### config.mk
export PLATFORM = sky130hd
export DESIGN_NAME = pipe_stage_elastic
export DESIGN_NICKNAME = d
export VERILOG_FILES = /design/src/rtl/pipe_pkg.sv /design/src/rtl/pipe_skid_buf.sv /design/src/rtl/pipe_stage_elastic.sv
export SDC_FILE = /design/constraint.sdc
export NUM_CORES = 1
export LEC_CHECK = 0
export CAP_MARGIN = 20
export CORE_ASPECT_RATIO = 0.7
export CORE_UTILIZATION = 35
export CTS_CLUSTER_SIZE = 20
export DETAILED_ROUTE_END_ITERATION = 7
export PLACE_DENSITY = 0.72
export RECOVER_POWER = 50
export SLEW_MARGIN = 20
export SYNTH_ARGS = -nofsm -noshare
export SYNTH_HDL_FRONTEND = slang
export SYNTH_HIERARCHICAL = 1
export SYNTH_SLANG_ARGS = --single-unit
### constraint.sdc
create_clock -name Clk -period 3.57 [get_ports Clk]
set_input_delay 0.357 -clock Clk [delete_from_list [all_inputs] [get_ports Clk]]
set_output_delay 0.357 -clock Clk [all_outputs]
set_load 0.01 [all_outputs]
### src/rtl/pipe_pkg.sv
// Shared definitions for the elastic pipeline-register chain: bundle widths,
// handshake classification and the occupancy-width helper.
package pipe_pkg;

  localparam int MEM_WB_BUNDLE_W = 32;
  localparam int EX_MEM_BUNDLE_W = 64;
  localparam int MAX_STAGES      = 8;

  // Encoded as {input transfer, output transfer}
  typedef enum logic [1:0] {
    XFER_NONE = 2'b00,
    XFER_OUT  = 2'b01,
    XFER_IN   = 2'b10,
    XFER_BOTH = 2'b11
  } xfer_e;

  function automatic int clog2(input int value);
    int result;
    int rem;
    result = 0;
    rem    = value - 1;
    while (rem > 0) begin
      result = result + 1;
      rem    = rem >> 1;
    end
    return result;
  endfunction

  // Counter must hold 0..STAGES+1 (stages plus the optional skid entry)
  function automatic int occ_width(input int stages);
    return clog2(stages + 2);
  endfunction

endpackage

### src/rtl/pipe_skid_buf.sv
// One-entry input skid: parks a word while stage 0 is stalled so the upstream
// ready depends only on whether the skid entry is occupied.
module pipe_skid_buf
  import pipe_pkg::*;
#(
  parameter int DATA_W = MEM_WB_BUNDLE_W
) (
  input  logic              i_clk,
  input  logic              i_rst_n,
  input  logic              i_flush,
  input  logic              i_valid,
  input  logic [DATA_W-1:0] i_data,
  input  logic              i_stage_ready,
  output logic              o_ready,
  output logic              o_valid,
  output logic [DATA_W-1:0] o_data,
  output logic              o_held
);

  logic              r_sv;
  logic [DATA_W-1:0] r_sd;
  logic              w_capture;
  logic              w_drain;

  assign w_capture = i_valid & ~r_sv & ~i_stage_ready & ~i_flush;
  assign w_drain   = r_sv & i_stage_ready;

  // A word accepted during a flush is dropped rather than parked
  always_ff @(posedge i_clk) begin
    if (!i_rst_n) begin
      r_sv <= 1'b0;
      r_sd <= '0;
    end else if (i_flush) begin
      r_sv <= 1'b0;
    end else if (w_capture) begin
      r_sv <= 1'b1;
      r_sd <= i_data;
    end else if (w_drain) begin
      r_sv <= 1'b0;
    end
  end

  assign o_ready = ~r_sv;
  assign o_valid = r_sv | i_valid;
  assign o_data  = r_sv ? r_sd : i_data;
  assign o_held  = r_sv;

endmodule

### src/rtl/pipe_stage_elastic.sv
// Elastic chain of STAGES valid/ready register stages with synchronous flush,
// optional input skid entry and a count of the entries currently held.
module pipe_stage_elastic
  import pipe_pkg::*;
#(
  parameter int DATA_W = MEM_WB_BUNDLE_W,
  parameter int STAGES = 1,
  parameter int SKID   = 0
) (
  input  logic                         Clk,
  input  logic                         Reset,
  input  logic                         Flush,
  input  logic                         In_Valid,
  output logic                         In_Ready,
  input  logic [DATA_W-1:0]            In_Data,
  output logic                         Out_Valid,
  input  logic                         Out_Ready,
  output logic [DATA_W-1:0]            Out_Data,
  output logic [occ_width(STAGES)-1:0] Occupancy
);

  localparam int OCC_W = occ_width(STAGES);

  logic [STAGES-1:0] w_v;
  logic [DATA_W-1:0] w_d [STAGES];
  logic [STAGES:0]   w_rdy;
  logic              w_src_v;
  logic [DATA_W-1:0] w_src_d;
  logic              w_skid_v;
  logic              w_in_xfer;
  logic              w_out_xfer;
  xfer_e             w_xfer;
  logic [OCC_W-1:0]  r_occ;
  logic [OCC_W-1:0]  w_held;

  // A stage can advance if it is empty or the stage after it advances
  always_comb begin
    w_rdy[STAGES] = Out_Ready;
    for (int k = STAGES - 1; k >= 0; k--) begin
      w_rdy[k] = w_rdy[k+1] | ~w_v[k];
    end
  end

  if (SKID != 0) begin : g_skid
    pipe_skid_buf #(
      .DATA_W(DATA_W)
    ) u_skid (
      .i_clk        (Clk),
      .i_rst_n      (Reset),
      .i_flush      (Flush),
      .i_valid      (In_Valid),
      .i_data       (In_Data),
      .i_stage_ready(w_rdy[0]),
      .o_ready      (In_Ready),
      .o_valid      (w_src_v),
      .o_data       (w_src_d),
      .o_held       (w_skid_v)
    );
  end else begin : g_direct
    assign In_Ready = w_rdy[0] & ~Flush;
    assign w_src_v  = In_Valid;
    assign w_src_d  = In_Data;
    assign w_skid_v = 1'b0;
  end

  for (genvar gi = 0; gi < STAGES; gi++) begin : g_stage
    logic              w_prev_v;
    logic [DATA_W-1:0] w_prev_d;
    logic              r_v;
    logic [DATA_W-1:0] r_d;

    if (gi == 0) begin : g_head
      assign w_prev_v = w_src_v;
      assign w_prev_d = w_src_d;
    end else begin : g_link
      assign w_prev_v = w_v[gi-1];
      assign w_prev_d = w_d[gi-1];
    end

    // Data only moves with a valid source, so a bubble leaves the old word
    always_ff @(posedge Clk) begin
      if (!Reset) begin
        r_v <= 1'b0;
        r_d <= '0;
      end else if (Flush) begin
        r_v <= 1'b0;
      end else if (w_rdy[gi]) begin
        r_v <= w_prev_v;
        if (w_prev_v) begin
          r_d <= w_prev_d;
        end
      end
    end

    assign w_v[gi] = r_v;
    assign w_d[gi] = r_d;
  end

  assign w_in_xfer  = In_Valid & In_Ready;
  assign w_out_xfer = w_v[STAGES-1] & Out_Ready;
  assign w_xfer     = xfer_e'({w_in_xfer, w_out_xfer});

  always_ff @(posedge Clk) begin
    if (!Reset) begin
      r_occ <= '0;
    end else if (Flush) begin
      r_occ <= '0;
    end else begin
      unique case (w_xfer)
        XFER_IN:  r_occ <= r_occ + OCC_W'(1);
        XFER_OUT: r_occ <= r_occ - OCC_W'(1);
        default:  r_occ <= r_occ;
      endcase
    end
  end

  always_comb begin
    w_held = OCC_W'(w_skid_v);
    for (int k = 0; k < STAGES; k++) begin
      w_held = w_held + OCC_W'(w_v[k]);
    end
  end

  a_occ_matches_held: assert property (@(posedge Clk) disable iff (!Reset) r_occ == w_held);

  assign Out_Valid = w_v[STAGES-1];
  assign Out_Data  = w_d[STAGES-1];
  assign Occupancy = r_occ;

endmodule

==> After elaboration in Yosys (flattened, before gate mapping) <==
Cells that the tools add are included.
{ "classes": {"add_sub_neg": 2, "n_eq_ne": 2, "muxes": 1, "bitwise": 7, "n_reduce_logical": 3} }
{ "ops": {"columns": ["op", "n"], "rows": [
  ["2-bit case mux with 2 select lines", 1],
  ["1-bit bitwise AND", 3],
  ["1-bit NOT", 3],
  ["3-bit AND reduction", 1],
  ["2-bit by 1-bit adder with 2-bit output, second input constant", 1],
  ["2-bit by 1-bit equality test with 1-bit output, second input constant", 1],
  ["2-bit equality test, second input constant", 1],
  ["2-bit nonzero test", 1],
  ["2-bit OR reduction", 1],
  ["2-bit by 1-bit subtractor with 2-bit output, second input constant", 1],
  ["1-bit bitwise OR", 1]
]} }
{ "word_totals": {"register_bits": 35, "output_inout_bits": 36, "wordCells": 18} }

==> Longest topological paths before layout <==
{ "logic_depth": {"word_depth": 6, "depth_mapped": 9} }

==> Least setup slack after synthesis <==
Ideal clock, no wire load.
{ "synth_path": {"path_kind": "register to register", "from": "register g_stage[0].r_v, in the netlist Out_Valid", "to": "register r_occ[1], in the netlist Occupancy[1]", "setup_ps": 70, "t_arrival_ps": 1722, "required_time_ps": 3500, "slack_ps": 1778, "path_stages_with_launch": 9, "synth_period_minus_slack_ps": 1792, "path_cell_list": "dfxtp_1 > nor2b_4 > nor3b_2 > buf_6 > buf_12 > inv_1 > ha_1 > or3_1 > a21oi_1"} }
{ "synth_via": {"elab_chain_len": 6, "elab_cells_between_ends": 9, "cone_classes": "eq/ne (2); mux (1); bitwise (5); reduce/logical (1)"} }
{ "synth_rtl": {"columns": ["item", "line_no", "text"], "rows": [
  ["start: declaration", "pipe_stage_elastic.sv:69", "logic r_v;"],
  ["start signal: assignment", "pipe_stage_elastic.sv:88", "r_v <= w_prev_v;"],
  ["1-bit NOT", "pipe_stage_elastic.sv:40", "w_rdy[k] = w_rdy[k+1] | ~w_v[k];"],
  ["1-bit bitwise OR", "pipe_stage_elastic.sv:40", null],
  ["1-bit bitwise AND", "pipe_stage_elastic.sv:60", "assign In_Ready = w_rdy[0] & ~Flush;"],
  ["1-bit bitwise AND", "pipe_stage_elastic.sv:99", "assign w_in_xfer = In_Valid & In_Ready;"],
  ["2-bit by 1-bit equality test with 1-bit output or 2-bit equality test (tied branches)", "pipe_stage_elastic.sv:109", "unique case (w_xfer)"],
  ["2-bit case mux with 2 select lines or 2-bit nonzero test (tied branches)", null, null],
  ["end signal: assignment", "pipe_stage_elastic.sv:110", "XFER_IN: r_occ <= r_occ + OCC_W'(1);"],
  ["end signal: assignment", "pipe_stage_elastic.sv:111", "XFER_OUT: r_occ <= r_occ - OCC_W'(1);"],
  ["end signal: assignment", "pipe_stage_elastic.sv:112", "default: r_occ <= r_occ;"],
  ["end: declaration", "pipe_stage_elastic.sv:33", "logic [OCC_W-1:0] r_occ;"]
]} }
Several ways; a longest one is shown, not always the timed one.
A chain may end at the register's enable or synchronous reset.

==> Final worst setup path <==
{ "layout_path": {"from": "input port Reset", "to": "register r_occ[1], in the netlist Occupancy[1]"} }
{ "layout_via": {"elab_chain_len": 2} }
{ "layout_rtl": {"columns": ["item", "line_no", "text"], "rows": [
  ["start: declaration", "pipe_stage_elastic.sv:11", "input logic Reset,"],
  ["1-bit NOT (no source line)", null, null],
  ["2-bit OR reduction (no source line)", null, null]
]} }
No other way between the ends.

==> key figures <==
Status
  • Status: finished, violations left
  • Failing checks: max-capacitance violations, max-slew violations

Floorplan
  • Chip height: 56.18 um
  • Core area: 3970 sq um
  • Die W: 79.40 um
  • Top Ports: 73
  • Die Footprint: between 4000 and 5000 sq um
  • Site row count: 19
  • Starting Density: 36.97%

Global route
  • Grt ovf: 0
  • First-pass GRT wire length: 4629 um
  • Number of global-route vias before repair: 1062
  • Pin count of the biggest net entering global routing: 66
  • Initial antenna violation count: 0
  • Overall Global Routing Usage: ~14%

Worst setup path
  • R2r setup slk: 1990 ps
  • Worst setup path start: Reset
  • CP endpoint kind: flop
  • Worst Path Required: 3770 ps
  • R2R Path End: Occupancy[1]
  • Crit path launch type: input pin
  • Reg2reg start: Out_Valid
  • CP Class: input pin to flop
  • Crit Path Max Fanout: 65
  • FF-to-FF path depth: 6
  • Worst Path Arrival: 2630 ps
  • Crit path to: Occupancy[1]

Synthesis
  • Dominant cells by area after synthesis: dfxtp_1 48%, mux2i_1 22%, nand2_1 16%
  • Cell Area, Synth: 1468 sq um
  • Simple-gate portion of the synthesized area: between 20% and 30%
  • Area share of the leading cell type in the synthesized netlist: between 40 and 50%
  • Post-synthesis mux area share: 21.82%
  • Main combinational cell family by area after synthesis: multiplexers
  • Synth Instances: ~160
  • Post-synthesis sequential area ratio: 47.74%
  • Net Count, Synth: slightly below 200
  • Compound-Gate Fraction of Synth Area: 0.6820%
  • Library cells used by synthesis: 20
  • Syn Area/Cell: 9.348 sq um
  • Area leader, netlist: dfxtp_1
  • Ys Warns: 6
  • Number of synthesized register bits: 35
  • Post-Synth Adder-Cell Area: 0.8525%
  • XOR/XNOR Fraction of Synth Area: 1.194%

Placement
  • Detailed placement HPWL: 1958 um
  • Placed insts: 271
  • Placed Area: around 2200 sq um
  • Gpl congestion: 0.6451
  • Dpl ws: 1514 ps
  • Port bufs: 72

Clock network
  • Post_cts resized: 0
  • Postcts setup bufs: 0
  • TritonCTS clock tree: built
  • CTS H-tree depth: 2
  • # hold bufs at CTS: 0
  • Clk root buf: clkbuf_8
  • Worst-Skew Late Latency: slightly below 300 ps
  • TritonCTS Buffers: 5
  • Clock-pin slew on the worst setup and hold paths: ~70 ps
  • Sink Count: 35
  • Max Root-Sink Buffers: 2

Timing
  • Final Hold Fails: 0
  • RSZ-0062 raised after global routing: false
  • Crit share post-route: 68.03%
  • Rel. slew slack: -67.15%
  • Slew @ Worst Pin: 2507 ps
  • Final WS setup: between 1000 and 1500 ps
  • Clock skew: 9.507 ps
  • Final setup fails: 0
  • Slew Viols, Final: 66
  • Final hold slack: 452.1 ps
  • Setup tns final: 0 ps
  • Fmax: 411.8 MHz
  • Min Tclk post-route: between 2000 and 2500 ps

Layout
  • Fin nets: between 200 and 300
  • P&R area growth vs syn: 54.82%
  • Most common cell after layout, fill and taps aside: nand2_1
  • Fin area: between 2000 and 2500 sq um
  • Number of diodes: 0
  • Most frequent cells in the layout: 64 x nand2_1, 37 x clkdlybuf4s50_1, 35 x dfxtp_1, 34 x dlygate4sd3_1, 32 x mux2i_1
  • Share of layout cells above drive strength 1: about 5.3%
  • Post-Layout Cell Count: 279
  • Post-Route Utilization: 57.23%

Detailed routing
  • Iter 0 DRT Violations: 16
  • TritonRoute pass-1 iters: 3
  • Post-DR wirelength/cell: ~10 um
  • Vias post-DR: 1185
  • Remaining antenna violation count: 0
  • Total wire length: 2908 um
  • Routed vias/inst: roughly 4.2
  • DRC violations left: 0

Power
  • Internal: 0.7027 mW
  • Total power: about 0.91 mW
  • PwrDens: 400.3 nW/um^2
  • Peak supply drop: 0.0002625 V
  • Leak: 0.9723 nW
  • Switching part of the total: 22.75%
  • Clock power share: 38.3%
  • Sw Pwr: 0.2069 mW
  • Reg power frac: 46.1%
  • Combinational fraction of design power: 15.6%

Flow run
  • Max Cap Viol: 1

Min path
  • Min-delay worst type: flop to flop
  • Hold path start: Out_Data[6]
-- area by class of cell --
type | count | area [sq um]
clock inverter | 3 | 43.79
inverter | 1 | 3.754
tap | 52 | 65.06
fill | 380 | 1698
timing repair buffer | 73 | 721.9
multi-input combinational | 110 | 668.1
sequential | 35 | 700.7
clock buffer | 5 | 68.82
-- cell usage after synthesis, drive strengths merged --
cell and number:
clkbuf 1, nor3b 1, o21ai 1, nor2b 1
and2 1, or3 1, nand2 64, mux2i 32
nand2b 1, xor2 1, buf 10, nor2 4
a21oi 1, ha 1, dfxtp 35, xnor2 1
inv 1
-- worst max-delay path: stages --
cell and delay (ps):
clkbuf_1 1750, nand2b_1 300, a21oi_1 220
-- power groups by stage --
stage	registers (mW)	logic [mW]	clock network [mW]
global placement	0.429	0.149	0
detailed placement	0.429	0.150	0
global route	0.422	0.155	0.374
CTS	0.420	0.150	0.358
floorplan	0.438	0.0609	0
finish	0.419	0.142	0.348
-- state kept, by name, indices dropped and copies added, names as in the netlist --
signal and flops:
Occupancy 2, Out_Data 32, Out_Valid 1
-- metal layers --
| layer | up-vias | routed length (um) | global-route usage (%) |
|---|---|---|---|
| met3 | 3 | 303 | 6.393 |
| li1 | 641 | - | - |
| met5 | - | 0 | 0 |
| met2 | 46 | 1134 | 19.21 |
| met4 | 0 | 26 | 5.455 |
| met1 | 495 | 1444 | 17.52 |
-- cell families after synthesis --
logic type,count (synthesis)
mux,32
buf+inv,12
simple gates,73
compound gates,2
flops,35
fa+ha+maj,1
xor+xnor,2
-- worst min path at each step --
stage          depth (start not counted)            to
6_report                               2   Out_Data[6]
5_1_grt                                2   Out_Data[6]
4_1_cts                                2   Out_Data[2]
3_5_place_dp                           2  Out_Data[19]
3_3_place_gp                           2  Out_Data[12]
2_1_floorplan                          2     Out_Valid
Note: power is estimated with default switching activity, not from simulation.
